`config.mk`:
```
export PLATFORM = sky130hd
export DESIGN_NAME = text_grid_ctl
export DESIGN_NICKNAME = d
export VERILOG_FILES = /design/src/rtl/text_grid_ctl_pkg.sv /design/src/rtl/text_grid_ctl_delay.sv /design/src/rtl/text_grid_ctl.sv
export SDC_FILE = /design/constraint.sdc
export NUM_CORES = 1
export LEC_CHECK = 0
export BUFFER_PORTS_ARGS = -buffer_cell sky130_fd_sc_hd__buf_2
export CORE_ASPECT_RATIO = 0.9
export CORE_MARGIN = 4
export CORE_UTILIZATION = 56
export CTS_BUF_LIST = sky130_fd_sc_hd__clkbuf_4 sky130_fd_sc_hd__clkbuf_8
export CTS_CLUSTER_DIAMETER = 50
export DETAILED_ROUTE_END_ITERATION = 6
export PLACE_DENSITY = 0.84
export SETUP_SLACK_MARGIN = 0.02
export SYNTH_ARGS = -nofsm -noshare
export SYNTH_HDL_FRONTEND = slang
export SYNTH_SLANG_ARGS = --single-unit
```
`constraint.sdc`:
```
create_clock -name pclk -period 5.8 [get_ports pclk]
set_input_delay 0.58 -clock pclk [delete_from_list [all_inputs] [get_ports pclk]]
set_output_delay 0.58 -clock pclk [all_outputs]
set_load 0.005 [all_outputs]
```
`src/rtl/text_grid_ctl_pkg.sv`:
```
// Shared VGA types for the text-grid overlay: widths, grid geometry, FSM states, pixel bundle.
package text_grid_ctl_pkg;

   localparam int RGB_W     = 12;
   localparam int CNT_BITS  = 11;
   localparam int GRID_COLS = 16;
   localparam int GRID_ROWS = 16;
   localparam int GLYPH_W   = 8;
   localparam int GLYPH_H   = 16;
   localparam int BOX_W     = GRID_COLS * GLYPH_W;
   localparam int BOX_H     = GRID_ROWS * GLYPH_H;

   typedef enum logic [1:0] {HIDDEN, SHOW, BLINK_ON, BLINK_OFF} grid_state_t;

   typedef struct packed {
      logic [CNT_BITS-1:0] hcount;
      logic [CNT_BITS-1:0] vcount;
      logic                hsync;
      logic                vsync;
      logic                hblnk;
      logic                vblnk;
      logic [RGB_W-1:0]    rgb;
   } vga_t;

endpackage

```
`src/rtl/text_grid_ctl_delay.sv`:
```
// N-stage delay line for the VGA timing/count/rgb bundle; latency N pclk.
// No backpressure: the pixel stream is free-running.
module vga_delay
   import text_grid_ctl_pkg::*;
#(
   parameter int N = 3
) (
   input  logic pclk,
   input  logic rst,
   input  vga_t d,
   output vga_t q
);
   vga_t pipe [N];

   always_ff @(posedge pclk or posedge rst) begin
      if (rst) begin
         for (int i = 0; i < N; i++) pipe[i] <= '0;
      end else begin
         pipe[0] <= d;
         for (int i = 1; i < N; i++) pipe[i] <= pipe[i-1];
      end
   end

   assign q = pipe[N-1];

endmodule

```
`src/rtl/text_grid_ctl.sv`:
```
// Overlays a 16x16 text grid on the VGA stream via char/font ROMs; latency 3 pclk.
// No backpressure: one pixel in and one pixel out every pclk.
module text_grid_ctl
   import text_grid_ctl_pkg::*;
#(
   parameter logic [RGB_W-1:0] TEXT_COLOR   = 12'hFFF,
   parameter int               BLINK_FRAMES = 30,
   parameter int               CNT_W        = 6
) (
   input  logic                pclk,
   input  logic                rst,
   input  logic [CNT_BITS-1:0] hcount_in,
   input  logic [CNT_BITS-1:0] vcount_in,
   input  logic                hsync_in,
   input  logic                vsync_in,
   input  logic                hblnk_in,
   input  logic                vblnk_in,
   input  logic [RGB_W-1:0]    rgb_in,
   input  logic [CNT_BITS-1:0] box_x,
   input  logic [CNT_BITS-1:0] box_y,
   input  logic                text_en,
   input  logic                blink_en,
   output logic [7:0]          char_xy,
   output logic [3:0]          char_line,
   input  logic [7:0]          char_pixels,
   output logic [CNT_BITS-1:0] hcount_out,
   output logic [CNT_BITS-1:0] vcount_out,
   output logic                hsync_out,
   output logic                vsync_out,
   output logic                hblnk_out,
   output logic                vblnk_out,
   output logic [RGB_W-1:0]    rgb_out
);
   logic [CNT_BITS-1:0] box_xl, box_yl, rel_x, rel_y;
   logic                vblnk_prev, frame_evt, in_box, show;
   grid_state_t         state, state_nxt;
   logic [CNT_W-1:0]    cnt, cnt_nxt;
   logic [2:0]          col1, col2;
   logic                in1, in2, txt3;
   vga_t                stage_in, stage_out;

   assign frame_evt = vblnk_in & ~vblnk_prev;

   // Box position only moves at the start of vertical blank so a frame never tears.
   always_ff @(posedge pclk or posedge rst) begin
      if (rst) begin
         vblnk_prev <= 1'b0;
         box_xl     <= '0;
         box_yl     <= '0;
      end else begin
         vblnk_prev <= vblnk_in;
         if (frame_evt) begin
            box_xl <= box_x;
            box_yl <= box_y;
         end
      end
   end

   always_ff @(posedge pclk or posedge rst) begin
      if (rst) begin
         state <= HIDDEN;
         cnt   <= '0;
      end else begin
         state <= state_nxt;
         cnt   <= cnt_nxt;
      end
   end

   always_comb begin
      state_nxt = state;
      cnt_nxt   = cnt;
      if (frame_evt) begin
         unique case (state)
            HIDDEN: if (text_en) begin
               state_nxt = blink_en ? BLINK_ON : SHOW;
               cnt_nxt   = '0;
            end
            SHOW: if (!text_en) begin
               state_nxt = HIDDEN;
            end else if (blink_en) begin
               state_nxt = BLINK_ON;
               cnt_nxt   = '0;
            end
            BLINK_ON, BLINK_OFF: if (!text_en) begin
               state_nxt = HIDDEN;
            end else if (!blink_en) begin
               state_nxt = SHOW;
            end else if (cnt == CNT_W'(BLINK_FRAMES - 1)) begin
               state_nxt = (state == BLINK_ON) ? BLINK_OFF : BLINK_ON;
               cnt_nxt   = '0;
            end else begin
               cnt_nxt = cnt + CNT_W'(1);
            end
            default: state_nxt = HIDDEN;
         endcase
      end
   end

   always_comb begin
      show = (state == SHOW) || (state == BLINK_ON);
   end

   assign rel_x  = hcount_in - box_xl;
   assign rel_y  = vcount_in - box_yl;
   assign in_box = (hcount_in >= box_xl) && (rel_x < CNT_BITS'(BOX_W)) &&
                   (vcount_in >= box_yl) && (rel_y < CNT_BITS'(BOX_H));

   // Blanking is folded into the in-box flag early; it is the same pixel's blanking two stages on.
   always_ff @(posedge pclk or posedge rst) begin
      if (rst) begin
         char_xy   <= '0;
         char_line <= '0;
         col1      <= '0;
         in1       <= 1'b0;
         col2      <= '0;
         in2       <= 1'b0;
         txt3      <= 1'b0;
      end else begin
         char_xy   <= {rel_y[7:4], rel_x[6:3]};
         char_line <= rel_y[3:0];
         col1      <= rel_x[2:0];
         in1       <= in_box & ~hblnk_in & ~vblnk_in;
         col2      <= col1;
         in2       <= in1;
         txt3      <= show & in2 & char_pixels[3'd7 - col2];
      end
   end

   assign stage_in = '{hcount: hcount_in, vcount: vcount_in, hsync: hsync_in,
                       vsync: vsync_in, hblnk: hblnk_in, vblnk: vblnk_in, rgb: rgb_in};

   vga_delay #(.N(3)) u_delay (
      .pclk (pclk),
      .rst  (rst),
      .d    (stage_in),
      .q    (stage_out)
   );

   assign hcount_out = stage_out.hcount;
   assign vcount_out = stage_out.vcount;
   assign hsync_out  = stage_out.hsync;
   assign vsync_out  = stage_out.vsync;
   assign hblnk_out  = stage_out.hblnk;
   assign vblnk_out  = stage_out.vblnk;
   assign rgb_out    = txt3 ? TEXT_COLOR : stage_out.rgb;

endmodule
```
==> flow_metrics.py <==
metrics = {
    "run_status": {
        "outcome": "complete, no violations",
    },
    "logic_synthesis": {
        "synth_xor_area_frac": 0.0116,
        "ys_warn_count": 0,
        "synth-edff-count": 0,
        "synth-compound-area-share": 0.0856,
        "synth_top_area_frac": 0.684,
        "netlist.top_cell.by_area": "dfrtp_1",
        "synth_area_leaders": "dfrtp_1, ha_1, buf_4, o21ai_0, inv_1",
        "synth_nets": 558,
        "synth_area_per_cell_sq_um": 13.3,
        "ys_ff_latch": 165,
        "synthAdderAreaFrac": 0.0667,
        "synth.yosys.seq_area_share": 0.684,
        "synth_ff_type": "dfrtp_1",
        "synthesis.area_sq_um": 6040,
        "ys_types": 47,
        "synth-simple-area-share": 0.0802,
        "muxShareOfSynthArea": 0.0195,
        "synth_top_family_by_area": "compound AO/OA/AOI/OAI gates",
        "synthCells": 455,
        "synthArstFlopShare": 1.00,
    },
    "final_layout": {
        "finalNetCount": 672,
        "antenna_cells": 0,
        "finalNonFillerCells": 711,
        "drive_gt1_frac": 0.304,
        "mostFrequentLayoutCells": "dfrtp_1, buf_2, inv_1",
        "final_common_cell": "dfrtp_1",
        "syn_to_final_growth_pct": 16.7,
    },
    "drt": {
        "finalWirelength_um": 11100,
        "vias_per_cell": 5.17,
        "vias": 3674,
        "met1_length_um": 4550,
        "wl_met3_um": 724,
        "routedWlPerCell_um": 15.6,
        "routed-wl-met2_um": 5650,
        "drt_iter0_drc": 296,
        "drt-pass1-iter-count": 5,
        "drc_errors": 0,
        "ant_nets": 0,
        "highest-signal-layer": "met4",
    },
    "grt": {
        "grt-ovfl-total": 0,
        "grt_pass1_vias": 3836,
        "grt_pass1_wl_um": 18500,
        "antenna_found_initial": 0,
        "grt_max_degree": 115,
        "track_usage": 0.190,
    },
    "floorplan": {
        "dieArea_sq_um": 12500,
        "start_util": 0.582,
        "core_sq_um": 10400,
        "chipWidth_um": 117,
        "io_pins": 122,
        "row_count": 35,
        "fp.dieH_um": 107,
    },
    "power": {
        "p_total_mw": 2.58,
        "ir_drop_mv": 0.246,
        "power.leakage_nw": 3.39,
        "power_density_nw_per_um2": 367,
    },
    "place": {
        "port_buffers": 121,
        "place_hpwl_um": 8130,
        "place_inst": 679,
        "gp_congestion": 0.863,
    },
    "timing": {
        "hold_viol": 0,
        "period_minus_slack_ns": 2.36,
        "finalClockSkew_ns": 0.0101,
        "finalMaxSlewViolations": 0,
        "rsz0062_at_grt": "false",
        "setup_violations": 0,
        "tightestPinTransition_ns": 0.981,
        "final.setup.tns_ns": 0,
        "min_period_over_period": 0.406,
        "max_slew_margin": 0.346,
        "max_freq_mhz": 424,
    },
    "clocking": {
        "cts_resized": 0,
        "post-cts-setup-buffer-count": 0,
        "path_clk_slew_ns": 0.09,
        "numCtsBuffers": 17,
        "cts_tree": "done",
        "cts_root_buf": "clkbuf_8",
        "clock_latency_ns": 0.44,
        "cts_num_sinks": 165,
        "htree_levels": 4,
        "hold_buffers": 0,
        "clock_path_buffers": 2,
    },
    "setup_path": {
        "critical_path_required_ns": 6.10,
        "critical_path_class": "reg -> reg",
        "worstSetupStartpointType": "flop",
        "reg2reg_slack_ns": 3.44,
        "cp-end-kind": "flop",
        "worstPathMaxFanout": 3,
        "crit_arrival_ns": 2.66,
    },
    "min_path": {
        "hold_path_class": "in -> reg",
    },
    "flow_run": {
        "drv_cap": 0,
    },
}
-- cell families (layout without fill, tap and decap cells) --
| group | after synthesis | count (layout) |
|---|---|---|
| simple gates | 97 | 97 |
| mux | 9 | 9 |
| flops | 165 | 165 |
| buf+inv | 63 | 190 |
| fa+ha+maj | 31 | 31 |
| compound gates | 82 | 82 |
| xor+xnor | 8 | 8 |
-- power by group --
part,internal [mW],switching (mW),leakage (nW)
registers,1.26,0.0513,1.95
logic,0.199,0.255,1.25
clock network,0.392,0.424,0.192
total,1.85,0.730,3.39
-- cells in the mapped netlist (3+ instances only) --
cell type / count
clkbuf_1: 6
inv_1: 34
o31ai_1: 3
o21a_1: 7
xnor2_1: 7
nor2_1: 19
mux2i_1: 5
nand3_1: 3
o31a_1: 4
nor4_1: 3
or2_2: 13
dfrtp_1: 165
nor2b_1: 10
ha_1: 29
o21ai_1: 5
nand2_1: 32
nand2b_1: 4
nor3_1: 4
buf_4: 22
o21ai_0: 32
a21oi_1: 14
-- worst max-delay path, cell delays in order, from the launching register on --
cell and delay (ns):
dfrtp_1 0.40, inv_1 0.09, ha_1 0.23, nor2b_1 0.13, o21a_1 0.18, o21ai_1 0.21, a211o_1 0.21, nor2_1 0.05
a2111oi_0 0.60, nor3_2 0.11
-- state kept, by name (all words and copies together) (netlist names) --
signal        flops
u_delay.pipe     76
in2               1
state             2
col2              3
in1               1
cnt               6
col1              3
u_delay.q        38
txt3              1
char_xy           8
box_xl           11
char_line         4
box_yl           11
-- final timing paths --
kind	from	end	depth (start not counted)
setup / recovery	box_yl[1]	in1	9
hold / removal	rgb_in[7]	u_delay.pipe[83]	1
setup reg to reg	box_yl[1]	in1	9
hold reg to reg	u_delay.pipe[72]	u_delay.q[34]	0
max in group asynchronous	rst	u_delay.q[33]	3
min in group asynchronous	rst	u_delay.q[7]	2
-- final cells by class --
type                            count  area, sq um
Clock buffer                       17          234
Clock inverter                     15          168
Fill cell                         786         3330
Inverter                           35          136
Multi-Input combinational cell    227         1600
Sequential cell                   165         4130
Tap cell                          129          161
Timing Repair Buffer              123          621
-- per-stage QoR --
step / hold slack, ns / instance area, sq um / setup slack (ns) / utilization
after floorplan: 0.331 / 6040 / 0.758 / -
after global placement: 0.331 / 6650 / 3.23 / 0.640
after detailed placement: 0.335 / 6650 / 3.16 / 0.640
after CTS: 0.201 / 7050 / 3.44 / 0.679
after global routing: 0.182 / 7050 / 3.32 / 0.679
final: 0.234 / 7050 / 3.44 / 0.679
-- routing by layer --
metal  vias up  GRT usage
li1       1731          -
met1      1793      0.234
met2       132      0.318
met3        18     0.0691
met4         0     0.0619
met5         -          0
No activity file was read; power rests on OpenSTA's default activity.
